**config.mk**
```make
export PLATFORM = sky130hd
export DESIGN_NAME = serial_adder
export DESIGN_NICKNAME = d
export VERILOG_FILES = /design/src/rtl/serial_adder.sv
export SDC_FILE = /design/constraint.sdc
export NUM_CORES = 1
export LEC_CHECK = 0
export BUFFER_PORTS_ARGS = -buffer_cell sky130_fd_sc_hd__buf_2
export CORE_MARGIN = 2
export CORE_UTILIZATION = 50
export DETAILED_ROUTE_END_ITERATION = 8
export PLACE_DENSITY = 0.73
export SETUP_SLACK_MARGIN = 0.3
export SKIP_CTS_REPAIR_TIMING = 1
export SLEW_MARGIN = 20
export SYNTH_ARGS = -nofsm -noshare
export SYNTH_HDL_FRONTEND = slang
export SYNTH_HIERARCHICAL = 1
export SYNTH_SLANG_ARGS = --single-unit
```
**constraint.sdc**
```tcl
create_clock -name clk -period 1.8 [get_ports clk]
set_clock_uncertainty 0.05 [all_clocks]
set_input_delay 0.18 -clock clk [delete_from_list [all_inputs] [get_ports clk]]
set_output_delay 0.18 -clock clk [all_outputs]
set_load 0.02 [all_outputs]
```
**src/rtl/serial_adder.sv**
```systemverilog
// Bit-serial add/subtract unit: one fa cell, registered carry, LSB-first sum
// shift register. WIDTH operand bits take WIDTH clocks after the accept edge.

module fa (
  input  logic a,
  input  logic b,
  input  logic cin,
  output logic sum,
  output logic cout
);
  assign sum  = a ^ b ^ cin;
  assign cout = (a & b) | (cin & (a ^ b));
endmodule

module serial_adder #(
  parameter int unsigned WIDTH = 8
) (
  input  logic             clk,
  input  logic             rst_n,
  input  logic             start,
  input  logic             sub,
  input  logic [WIDTH-1:0] a,
  input  logic [WIDTH-1:0] b,
  output logic             busy,
  output logic             done,
  output logic [WIDTH-1:0] sum,
  output logic             cout,
  output logic             overflow
);

  localparam int unsigned CNT_W = $clog2(WIDTH);

  localparam logic [1:0] S_IDLE = 2'd0;
  localparam logic [1:0] S_RUN  = 2'd1;
  localparam logic [1:0] S_DONE = 2'd2;

  logic [1:0]       state_q, state_d;
  logic [WIDTH-1:0] opa_q, opa_d;
  logic [WIDTH-1:0] opb_q, opb_d;
  logic             carry_q, carry_d;
  logic [CNT_W-1:0] cnt_q, cnt_d;
  logic [WIDTH-1:0] shreg_q, shreg_d;
  logic [WIDTH-1:0] sum_q, sum_d;
  logic             cout_q, cout_d;
  logic             ovf_q, ovf_d;
  logic             done_q, done_d;

  logic             fa_sum;
  logic             fa_cout;
  logic             last_bit;

  fa u_fa (
    .a    (opa_q[0]),
    .b    (opb_q[0]),
    .cin  (carry_q),
    .sum  (fa_sum),
    .cout (fa_cout)
  );

  assign last_bit = (cnt_q == CNT_W'(WIDTH - 1));

  always_comb begin
    state_d = state_q;
    opa_d   = opa_q;
    opb_d   = opb_q;
    carry_d = carry_q;
    cnt_d   = cnt_q;
    shreg_d = shreg_q;
    sum_d   = sum_q;
    cout_d  = cout_q;
    ovf_d   = ovf_q;
    done_d  = 1'b0;

    case (state_q)
      S_IDLE: begin
        if (start) begin
          // Subtraction is a + ~b + 1: invert B and seed the carry with 1.
          opa_d   = a;
          opb_d   = sub ? ~b : b;
          carry_d = sub;
          cnt_d   = '0;
          shreg_d = '0;
          state_d = S_RUN;
        end
      end

      S_RUN: begin
        carry_d = fa_cout;
        shreg_d = WIDTH'({fa_sum, shreg_q} >> 1);
        opa_d   = opa_q >> 1;
        opb_d   = opb_q >> 1;
        if (last_bit) begin
          // Overflow compares the carry into the MSB with the carry out of it.
          sum_d   = shreg_d;
          cout_d  = fa_cout;
          ovf_d   = carry_q ^ fa_cout;
          done_d  = 1'b1;
          state_d = S_DONE;
        end else begin
          cnt_d = cnt_q + CNT_W'(1);
        end
      end

      S_DONE: begin
        state_d = S_IDLE;
      end

      default: begin
        state_d = S_IDLE;
      end
    endcase
  end

  always_ff @(posedge clk or negedge rst_n) begin
    if (!rst_n) begin
      state_q <= S_IDLE;
      opa_q   <= '0;
      opb_q   <= '0;
      carry_q <= 1'b0;
      cnt_q   <= '0;
      shreg_q <= '0;
      sum_q   <= '0;
      cout_q  <= 1'b0;
      ovf_q   <= 1'b0;
      done_q  <= 1'b0;
    end else begin
      state_q <= state_d;
      opa_q   <= opa_d;
      opb_q   <= opb_d;
      carry_q <= carry_d;
      cnt_q   <= cnt_d;
      shreg_q <= shreg_d;
      sum_q   <= sum_d;
      cout_q  <= cout_d;
      ovf_q   <= ovf_d;
      done_q  <= done_d;
    end
  end

  assign busy     = (state_q == S_RUN);
  assign done     = done_q;
  assign sum      = sum_q;
  assign cout     = cout_q;
  assign overflow = ovf_q;

endmodule

```
[Word level (Yosys, flattened, before mapping)]
Cells that the tools add are included.
Operators by class
  equal/unequal tests: 5
  multiplexer cells: 17
  add/sub/neg operators: 1
  bitwise logic cells: 7
  reductions and logical operators: 6
Operator list (count)
  one-hot mux 8 bit (2 select lines): 3
  2-to-1 mux 8 bit: 4
  NOT 8 bit: 1
  2-to-1 mux 3 bit: 2
  one-hot mux 3 bit (2 select lines): 1
  AND reduction 2 bit: 3
  2-to-1 mux 2 bit: 2
  != test 2 bit, second input constant: 2
  one-hot mux 2 bit (2 select lines): 1
  adder 3 x 1 -> 3 bit, second input constant: 1
  == test 3 bit, second input constant: 1
  2-to-1 mux 1 bit: 3
  AND reduction 3 bit: 1
  bitwise XOR 1 bit: 3
  bitwise AND 1 bit: 2
  == test 2 x 1 -> 1 bit, second input constant: 1
  logical NOT 2 bit: 1
  != test 2 x 1 -> 1 bit, second input constant: 1
  one-hot mux 1 bit (2 select lines): 1
  nonzero test 2 bit: 1
  bitwise OR 1 bit: 1
Storage, ports and cells
  word-level logic and storage cells: 46
  bits of input ports: 20
  flip-flop bits (word level): 41
  output and inout port bits: 12

[Depth between registers and ports, before layout]
  depth in word-level cells: 4
  depth in mapped cells: 6
  mapped depth without buffers: 5

[Hierarchy]
Netlist, hierarchy kept.
By module, submodules not included
  serial_adder: sequential area each 1001.0 um^2, instances 1, area an instance 1722.9 um^2, cells each 137
  fa: sequential area each 0.0 um^2, instances 1, area an instance 20.0 um^2, cells each 1

[Worst setup path after synthesis]
Ideal clock, no wire load.
  kind: reg2reg
  from: reg cnt_q[0]
  to: reg cout_q (netlist: cout)
  setup time: 0.128 ns
  clock period less this slack: 1.617 ns
  arrival: 1.439 ns
  stages on the path, launching flop included: 6
  data required time: 1.622 ns
  buffers on the path: 1
  slack: 0.183 ns
  cell sequence: dfrtp_1 > ha_1 > ha_1 > nand3b_2 > buf_2 > mux2_1
On the way
  cells in the longest elaborated chain, start to end: 2
Ends and longest elaborated chain
  from (decl): line 41  | logic [CNT_W-1:0] cnt_q, cnt_d;
  from (signal assigned): line 131  | cnt_q <= cnt_d;
  == test 3 bit: line 60  | assign last_bit = (cnt_q == CNT_W'(WIDTH - 1));
  AND reduction 2 bit (no line)
  to (signal assigned): line 134  | cout_q <= cout_d;
  to (decl): line 44  | logic cout_q, cout_d;
No other way between the ends.
A chain may end at the register's enable or synchronous reset.

[Worst setup path in the final report]
  from: reg state_q[1]
  to: out busy
On the way
  cells in the longest elaborated chain, start to end: 1
Ends and longest elaborated chain
  from (decl): line 37  | logic [1:0] state_q, state_d;
  from (signal assigned): line 127  | state_q <= state_d;
  == test 2 x 1 -> 1 bit: line 140  | assign busy = (state_q == S_RUN);
  to (decl): line 24  | output logic busy,
No other way between the ends.

==> impl_metrics.tcl <==
set metrics [dict create \
    synthesis.area_um2 1743 \
    finalPower_mw 3.584 \
    min_path_type "in2reg" \
    final_antenna_net_count 0 \
    power_frac_clock_pct 17.2 \
    ys_top_cells_by_count "dfrtp_1 (40), nand2_1 (10), o21ai_1 (10), a22o_1 (9), mux2_1 (9)" \
    period_needed_ns 1.469 \
    async_flop_share_pct 100.0 \
    grt_pass1_wl_mm 6.003 \
    pre_cts_slack_ns 0.2832 \
    power_frac_comb_pct 41.0 \
    critical_path_class "reg2out" \
    drc 0 \
    synth_top_cell_area_share_pct 57.43 \
    htreeDepth 2 \
    drtIter0Drc 59 \
    finalInstanceArea_um2 2173 \
    synth_edf_count 0 \
    layout-drive-gt1-share_pct 37.30 \
    cts_tree "done" \
    crit_path_max_fanout 13 \
    fin_ws_ns 0.3307 \
    setup_viol 0 \
    ctsLongestPathBuffers 2 \
    timing.slew.headroom_pct 66.76 \
    crit_path_frequent_cell "buf_6" \
    r2r-end "sum[6]" \
    area_delta_synth_final_pct 24.69 \
    worst_pin_slew_ns 0.4965 \
    gp_congestion 0.7261 \
    path_delay_family "flip-flops" \
    tns_ns 0 \
    pin_count 32 \
    cts.sink_count 40 \
    insertion_delay_ns 0.35 \
    powerDensity_nw_per_um2 1649 \
    endpoint "busy" \
    syn_nets 161 \
    die_w_um 63.04 \
    critical-path-slowest-cell "dfrtp_1" \
    ys_warn_count 6 \
    reg2reg_depth 4 \
    grt_use_total_pct 19.76 \
    crit_path_end_kind "primary output" \
    die_y_um 63.04 \
    cp-start-kind "flip-flop" \
    n_antenna_cell 0 \
    drv_cap 0 \
    crit_buf_inv 2 \
    wl_per_cell_um 15.81 \
    dp_hpwl_mm 2.511 \
    cts_buffers 5 \
    r2r_setup_slack_ns 0.33 \
    hold_viol_final 0 \
    synth_flop_cell "dfrtp_1" \
    finalNetCount 207 \
    irDropWorstVdd_mv 0.6981 \
    slew_violations 0 \
    port-buffer-count 31 \
    ys_seq_elements 40 \
    synthCells 138 \
    antenna_found_initial 0 \
    power_switching_mw 1.307 \
    final_cells 231 \
    rsz0062_at_grt "true" \
    clk_transition_reported_paths_ns 0.13 \
    cp_slowest_stage_delay_ns 0.43 \
    grt_overflow 0 \
    p_leak_nw 1.093 \
    syn_avg_cell_area_um2 12.63 \
    finalCritPeriodShare_pct 81.63 \
    p_int_mw 2.277 \
    finalWirelength_mm 3.651 \
    cts-root-buf "clkbuf_4" \
    dieArea_um2 3974 \
    rows 21 \
    crit_cells 3 \
    drt_pass1_iterations 5 \
    status "complete, no violations" \
    crit-reg2reg-launch "cnt_q[0]" \
    viasPerCell 5.597 \
    max_clock_freq_mhz 680.6 \
    ys_seq_area_share_pct 57.43 \
    critPathRequiredTime_ns 1.57 \
    swShare_pct 36.48 \
    worstPathArrival_ns 1.24 \
    placed_cells 214 \
    grt_pass1_vias 1303 \
    vias 1293 \
    worstSetupStartpoint "state_q[1]" \
    yosysTopAreaCell "dfrtp_1" \
    critical_path.cell_chain "buf_6, nor2b_4, buf_6" \
    place_area_um2 1978 \
    grt_max_degree 41 \
    ys_top_cells_by_area "dfrtp_1 (57%), mux2_1 (5.8%), a22o_1 (4.5%)" \
    seqPwrFrac_pct 41.8 \
    yosysMostFrequentCell "dfrtp_1" \
    synth.distinct_cells 28 \
    start_util_pct 52.23 \
    core_area_um2 3337 \
]
==> metrics by stage <==
step,hold slack (ns),utilization [%]
4_1_cts,-0.1718,61.79
3_3_place_gp,0.2034,59.28
3_5_place_dp,0.2125,59.28
2_1_floorplan,-0.1656,-
6_report,0.05197,65.13
5_1_grt,0.04290,65.13
==> cell families (layout without fill, tap and decap cells) <==
family	after synthesis	count (layout)	synth area share, %
AOI/OAI and AO/OA	37	37	16.51
xor gates and xnor gates	9	9	4.523
adders and majority gates	3	3	2.584
buffers and inverters	14	60	3.876
DFF	40	40	57.43
muxes	10	10	6.461
and+or+nand+nor	25	26	8.614
==> power groups by stage <==
stage	logic [mW]	clock network [mW]	registers [mW]
after global routing	1.61	0.673	1.54
after floorplan	0.852	0	1.55
after CTS	1.31	0.617	1.50
final	1.47	0.615	1.50
after global placement	1.24	0	1.49
after detailed placement	1.30	0	1.52
==> flip-flops by register name, summed over array words and instances (netlist names), 2 cells and up <==
signal   cells
cnt_q        3
opa_q        8
opb_q        8
shreg_q      7
state_q      2
sum          8
==> how the worst min path moves through the flow <==
stage | start | end | cells past startpoint | slack (ns)
finish | a[2] | opa_q[2] | 3 | 0.05
global route | a[7] | opa_q[7] | 2 | 0.04
CTS | rst_n | carry_q | 2 | -0.17
detailed placement | rst_n | opa_q[0] | 2 | 0.21
global placement | rst_n | opa_q[0] | 2 | 0.20
floorplan | rst_n | carry_q | 0 | -0.17
==> layer usage <==
layer	share of wire (%)	up-vias	global-route usage, %
li1	-	593	-
met1	44	653	22.96
met2	51	35	34.97
met3	3.8	12	5.405
met4	2.0	0	6.667
met5	0	-	0
==> worst register-to-register path, delay by kind of cell, from the launching register on <==
kind                       cells  cell delay (ns)
adders and majority gates      2             0.40
DFF                            1             0.42
muxes                          1             0.34
and+or+nand+nor                1             0.18
==> layout by cell type (no fill, tap or decap), types with 2 or more instances in the layout <==
cell type,netlist,routed
a221o_1,6,6
clkbuf_4,0,5
a22o_1,9,9
o21ai_1,10,10
inv_2,3,3
nor3b_1,6,6
dfrtp_1,40,39
buf_6,0,2
buf_4,2,14
buf_2,6,30
nand2_1,10,10
a22oi_1,8,8
xor2_1,8,8
inv_1,2,2
mux2_1,9,9
nor2b_1,4,2
o21bai_2,1,2
==> layout make-up <==
cell class	instances	area [um2]
clock buffers	5	37.54
clock inverters	3	46.29
fillers	256	1164
inverters	5	18.77
multi-input cells	85	723.2
flip-flops and latches	40	1002
well taps	46	57.56
repair buffers	47	287.8
Power figures use the tool's default switching activity.
